===== src/rtl/nibble_serial_add_ctrl.sv =====
// Sequencer that adds two WIDTH-bit operands one nibble per cycle through an
// external 4-bit adder, LSB nibble first, with the carry registered between nibbles.
module nibble_serial_add_ctrl #(
  parameter int WIDTH = 16
) (
  input  logic             clk,
  input  logic             rst,
  input  logic             in_valid,
  output logic             in_ready,
  input  logic [WIDTH-1:0] a,
  input  logic [WIDTH-1:0] b,
  input  logic             cin,
  output logic             out_valid,
  input  logic             out_ready,
  output logic [WIDTH-1:0] sum,
  output logic             cout,
  output logic [3:0]       add_a,
  output logic [3:0]       add_b,
  output logic             add_cin,
  input  logic [3:0]       add_sum,
  input  logic             add_cout
);

  localparam int NIB   = WIDTH / 4;
  localparam int IDX_W = (NIB > 1) ? $clog2(NIB) : 1;

  typedef enum logic [1:0] {
    IDLE = 2'd0,
    RUN  = 2'd1,
    DONE = 2'd2
  } state_t;

  state_t               state;
  state_t               state_nxt;
  logic [NIB-1:0][3:0]  a_reg;
  logic [NIB-1:0][3:0]  b_reg;
  logic [NIB-1:0][3:0]  sum_reg;
  logic                 carry_reg;
  logic [IDX_W-1:0]     idx;
  logic                 accept;
  logic                 last_nib;

  assign accept   = in_valid && in_ready;
  assign last_nib = (idx == IDX_W'(NIB - 1));

  // Control and result state; the result is reset so sum/cout read 0 after reset
  always_ff @(posedge clk) begin
    if (rst) begin
      state     <= IDLE;
      idx       <= '0;
      sum_reg   <= '0;
      carry_reg <= 1'b0;
    end else begin
      state <= state_nxt;
      case (state)
        IDLE: begin
          if (accept) begin
            idx       <= '0;
            sum_reg   <= '0;
            carry_reg <= cin;
          end
        end
        RUN: begin
          sum_reg[idx] <= add_sum;
          carry_reg    <= add_cout;
          if (!last_nib) idx <= idx + 1'b1;
        end
        default: ;
      endcase
    end
  end

  // Operand capture is pure data and carries no reset
  always_ff @(posedge clk) begin
    if (accept) begin
      a_reg <= a;
      b_reg <= b;
    end
  end

  always_comb begin
    state_nxt = state;
    in_ready  = 1'b0;
    out_valid = 1'b0;
    add_a     = 4'd0;
    add_b     = 4'd0;
    add_cin   = 1'b0;
    case (state)
      IDLE: begin
        in_ready = 1'b1;
        if (in_valid) state_nxt = RUN;
      end
      RUN: begin
        add_a   = a_reg[idx];
        add_b   = b_reg[idx];
        add_cin = carry_reg;
        if (last_nib) state_nxt = DONE;
      end
      DONE: begin
        out_valid = 1'b1;
        if (out_ready) state_nxt = IDLE;
      end
      default: state_nxt = IDLE;
    endcase
  end

  assign sum  = sum_reg;
  assign cout = carry_reg;

endmodule

===== config.mk =====
export PLATFORM = sky130hd
export DESIGN_NAME = nibble_serial_add_ctrl
export DESIGN_NICKNAME = d
export VERILOG_FILES = /design/src/rtl/nibble_serial_add_ctrl.sv
export SDC_FILE = /design/constraint.sdc
export NUM_CORES = 1
export LEC_CHECK = 0
export BUFFER_PORTS_ARGS = -buffer_cell sky130_fd_sc_hd__buf_2
export CAP_MARGIN = 20
export CORE_MARGIN = 4
export CORE_UTILIZATION = 44
export CTS_CLUSTER_DIAMETER = 200
export DETAILED_ROUTE_END_ITERATION = 12
export PLACE_DENSITY = 0.82
export SLEW_MARGIN = 20
export SYNTH_ARGS = -nofsm -noshare
export SYNTH_HDL_FRONTEND = slang
export SYNTH_SLANG_ARGS = --single-unit

===== constraint.sdc =====
create_clock -name clk -period 2.35 [get_ports clk]
set_clock_uncertainty 0.1 [all_clocks]
set_input_delay 0.47 -clock clk [delete_from_list [all_inputs] [get_ports clk]]
set_output_delay 0.47 -clock clk [all_outputs]
set_load 0.01 [all_outputs]

### Word level (Yosys, flattened, before mapping)

Index checks and enable logic that the tools add are counted.

* register bits after elaboration: 53
* input bits: 42
* output and inout port bits: 28
* word-level logic and storage cells: 56

* add/subtract/negate cells: 1
* $lt $le $gt $ge: 2
* equality and inequality tests: 8
* multiplexer cells: 23
* reduce and logical (&&, ||, !) cells: 7

Operators by type and width (count)
* $pmux W16 S2: 1
* $mux W4: 5
* $bmux W4 S2: 2
* $bwmux W16: 1
* $mux W16: 1
* $mux W2: 5
* $ne A2 B2 Y1 const B: 5
* $demux W4 S2: 1
* $pmux W2 S3: 1
* $reduce_and A3 Y1: 2
* $eq A2 B2 Y1 const B: 2
* $mux W1: 4
* $pmux W2 S2: 1
* $lt A2 B3 Y1 const B: 1
* $add A2 B1 Y2 const B: 1
* $eq A2 B1 Y1 const B: 1
* $ge A2 B1 Y1 const B: 1
* $logic_and A1 B1 Y1: 2
* $logic_not A2 Y1: 1
* $pmux W1 S2: 1
* $reduce_and A2 Y1: 1
* $reduce_bool A2 Y1: 1

### Depth between registers and ports, before layout

* depth after elaboration: 6
* depth in mapped cells: 6
* mapped depth without buffers: 5

### Worst setup path before layout

Ideal clock, no wire load.

* kind: input port to flip-flop
* start: input port in_valid
* end: register a_reg[0] in the netlist's numbering, enable pin
* library setup time: 0.387 ns
* arrival: 1.610 ns
* required time: 1.863 ns
* setup slack: 0.253 ns
* stages on the path: 3
* path buffers: 1
* cell sequence: or3b_1 clkbuf_4 inv_1

* word-level cells in the longest chain between the ends: 1

RTL lines
* start: declaration: line 8 `input logic in_valid,`
* $logic_and A1 B1 Y1: line 43 `assign accept = in_valid && in_ready;`
* named net accept: line 40 `logic accept;`
* end signal: assignment: line 76 `a_reg <= a;`
* end: declaration: line 35 `logic [NIB-1:0][3:0] a_reg;`

The timed path passes the listed nets, and every way through them passes these cells.
A chain may end at the register's enable or synchronous reset.

### Final worst setup path

* start: register idx[1]
* end: output port add_a[3]

* word-level cells in the longest chain between the ends: 3

RTL lines
* start: declaration: line 39 `logic [IDX_W-1:0] idx;`
* start signal: assignment: line 66 `if (!last_nib) idx <= idx + 1'b1;`
* $bmux W4 S2: line 94 `add_a = a_reg[idx];`
* $mux W4 (not written as such): line 94
* $mux W4: line 88 `case (state)`
* end: declaration: line 17 `output logic [3:0] add_a,`

No other way between the ends. The select of a mux whose other input is x is not followed.

==> results.txt <==
----------------------------------------------------
[Global route]
  Maximum number of pins on one net before global-route repair ... 34
  First-pass GRT wire length ... 6560 um
  Initial antenna violation count ... 0
  Final global-route overflow total ... 0
  Vias in the first global route ... about 1500
  Global routing usage summed across all routing layers ... around 14%

[STA]
  Transition time of the tightest slew-check pin ... about 0.52 ns
  Final hold violation count ... 0
  Final worst path period share ... a little over nine tenths
  Final count of pins violating max slew ... 0
  Worst slew margin relative to its limit ... between 60% and 70%
  Fmax achieved ... 454 MHz
  Clock period minus final worst setup slack ... between 2 and 2.5 ns
  Final number of setup-violating endpoints ... 0
  Setup repair after global routing missed its margin ... no
  Post-Route Setup TNS ... 0 ns

[Logic synthesis]
  Flip-flop and latch count after synthesis ... 53
  Combined area of all synthesized cells ... 0.00213 sq mm
  Sequential share of the synthesized area ... around two thirds
  Gate count after technology mapping ... around 150
  Asr flop ratio synth ... 0%
  Post-synthesis cell type count ... 27
  Synthesis Warnings ... 0
  Syn_area_per_cell ... around 15 sq um
  Most used flip-flop cell after synthesis ... sky130_fd_sc_hd__edfxtp_1
  Number of synthesized flops with an enable pin ... 32
  Post-synth net total ... between 150 and 200

[Floorplanning]
  Die ar. ... roughly 0.006 sq mm
  Starting density of the core ... between 40 and 50%
  Area inside the core boundary ... 0.00469 sq mm
  Total I/O pin count ... 70
  X dimension of the die ... 77.5 um
  Die Height ... around 78 um
  Placement row count ... 25

[CTS]
  Number of H-tree levels ... 2
  Number of buffers added for setup after CTS ... 0
  CTS tree ... built
  CTS Buf Count ... 5
  Total number of clock tree sinks ... between 50 and 60
  Clock-pin slew on the worst setup and hold paths ... around 0.10 ns
  Maximum count of clock buffers along a single path ... 2
  Clock Latency Late Sink ... 0.30 ns
  CTS root buf ... sky130_fd_sc_hd__clkbuf_8

[Place]
  Detail Placement HPWL ... around 3000 um
  Number of buffers inserted by port buffering ... 69
  Count of placed standard cells including taps ... roughly 270
  Gp weighted congestion ... 0.815
  Placed Area ... between 0.002 and 0.003 sq mm

[Power and ir drop]
  Power density relative to cell area ... roughly 660 mW/mm^2
  Total power of the final layout ... ~1.7 mW
  Leakage power figure ... between 1 and 1.5 nW
  Worst VDD drop ... approximately 0.46 mV

[Detailed routing]
  Total iterations of the first detailed-routing run ... 4
  Number of DRC markers after the initial detailed-route iteration ... 65
  DR vias ... 1394
  Number of remaining DRC errors ... 0
  Vias/cell ... slightly above 5
  Total length of routed wires ... slightly below 4000 um
  Final routed wire length divided by cell count ... 14.3 um
  Count of nets left with antenna violations after detail routing ... 0

[Finish]
  Signed area change from the synthesized netlist to the final layout ... 23.2%
  Commonest cells after routing, fill and taps aside ... sky130_fd_sc_hd__buf_2 (69), sky130_fd_sc_hd__edfxtp_1 (32), sky130_fd_sc_hd__dfxtp_1 (21)
  Final Instance Area ... 0.00262 sq mm
  Area occupied by multi-input gates ... around 640 sq um
  Non-filler cells, final ... approximately 270
  Share of final-layout standard cells stronger than drive strength 1 ... between 40% and 50%
  Number of diodes ... 0
  Filler instances ... 420
  Commonest non-fill, non-tap cell in the layout ... sky130_fd_sc_hd__buf_2
  Sequential cell area ... around 0.0014 sq mm
  Final nets ... about 270

[Setup path]
  Worst setup path start ... idx[1]
  Type of the worst setup path ... reg2out
  Slack of the worst reg-to-reg path ... ~0.49 ns
  Reg-to-reg startpoint ... idx[1]
  Top fanout value on the critical path ... 11
  CP Capture Type ... primary output
  Data required time of the critical path ... around 1.8 ns
  Critical Path Start Type ... register
  Arrival time at the worst endpoint ... about 1.6 ns

[Min path]
  Worst hold path type ... in2reg
  Startpoint of the most critical hold path ... a[11]

[Outcome]
  Status ... finished clean

[Job]
  Max-capacitance violation count ... 0

----------------------------------------------------
-- report_power, final --
group	switching (mW)	total (mW)	internal, mW
registers	0.0190	1.06	1.04
logic	0.0962	0.194	0.0976
clock network	0.274	0.481	0.207
total	0.390	1.73	1.34
-- worst paths after layout --
check               to  depth (start not counted)
max           add_a[3]                          3
min          a_reg[11]                          1
max reg2reg    sum[14]                          4
min reg2reg     sum[8]                          2
-- metrics by stage --
step | hold slack [ns] | setup slack [ns] | util, %
6_report | 0.246 | 0.148 | 55.8
5_1_grt | 0.222 | 0.0459 | 55.8
2_1_floorplan | 0.397 | 0.253 | -
3_5_place_dp | 0.358 | 0.449 | 54.0
3_3_place_gp | 0.353 | 0.463 | 54.0
4_1_cts | 0.239 | 0.116 | 55.8
-- cell usage after synthesis, types with 3 or more instances --
master	instances	area share [%]
sky130_fd_sc_hd__mux4_2	8	8.5
sky130_fd_sc_hd__nand3_1	3	0.71
sky130_fd_sc_hd__dfxtp_1	21	20
sky130_fd_sc_hd__o32ai_1	13	5.4
sky130_fd_sc_hd__nor2b_1	8	2.4
sky130_fd_sc_hd__edfxtp_1	32	45
sky130_fd_sc_hd__nand2_1	6	1.1
sky130_fd_sc_hd__inv_1	16	2.8
sky130_fd_sc_hd__nand3b_1	3	1.1
sky130_fd_sc_hd__nand2b_1	7	2.1
sky130_fd_sc_hd__a22o_1	4	1.6
sky130_fd_sc_hd__ha_1	5	2.9
sky130_fd_sc_hd__a21oi_1	3	0.71
-- what timing repair did --
item,4_1_cts,5_1_grt
hold buffers,0,0
endpoints found under the setup margin,0,1
resized for setup,0,1
-- cell families after synthesis --
group	Yosys count	synth area share, %
AOI/OAI and AO/OA	22	8.36
adders and majority gates	5	2.94
buffers and inverters	23	5.06
DFF	53	65.0
muxes	9	9.01
and+or+nand+nor	34	9.65
-- layout make-up --
class	instances	share of cell area, %
multi-input cells	70	24.4
well taps	54	2.58
clock buffers	6	2.77
inverters	16	2.29
repair buffers	73	14.8
flip-flops and latches	53	52.7
clock inverters	2	0.430
-- per-layer routing --
metal / track usage (%) / routed length (um)
met5: 0 / 0
met4: 3.74 / 29
met3: 4.52 / 392
met2: 23.1 / 1880
met1: 16.8 / 1630
-- worst max-delay path, cell delays in order, from the launching register on --
cell and delay, ns:
sky130_fd_sc_hd__dfxtp_1 0.65, sky130_fd_sc_hd__mux4_2 0.37, sky130_fd_sc_hd__nor2b_1 0.15, sky130_fd_sc_hd__buf_2 0.15
No activity file was read; power rests on OpenSTA's default activity.
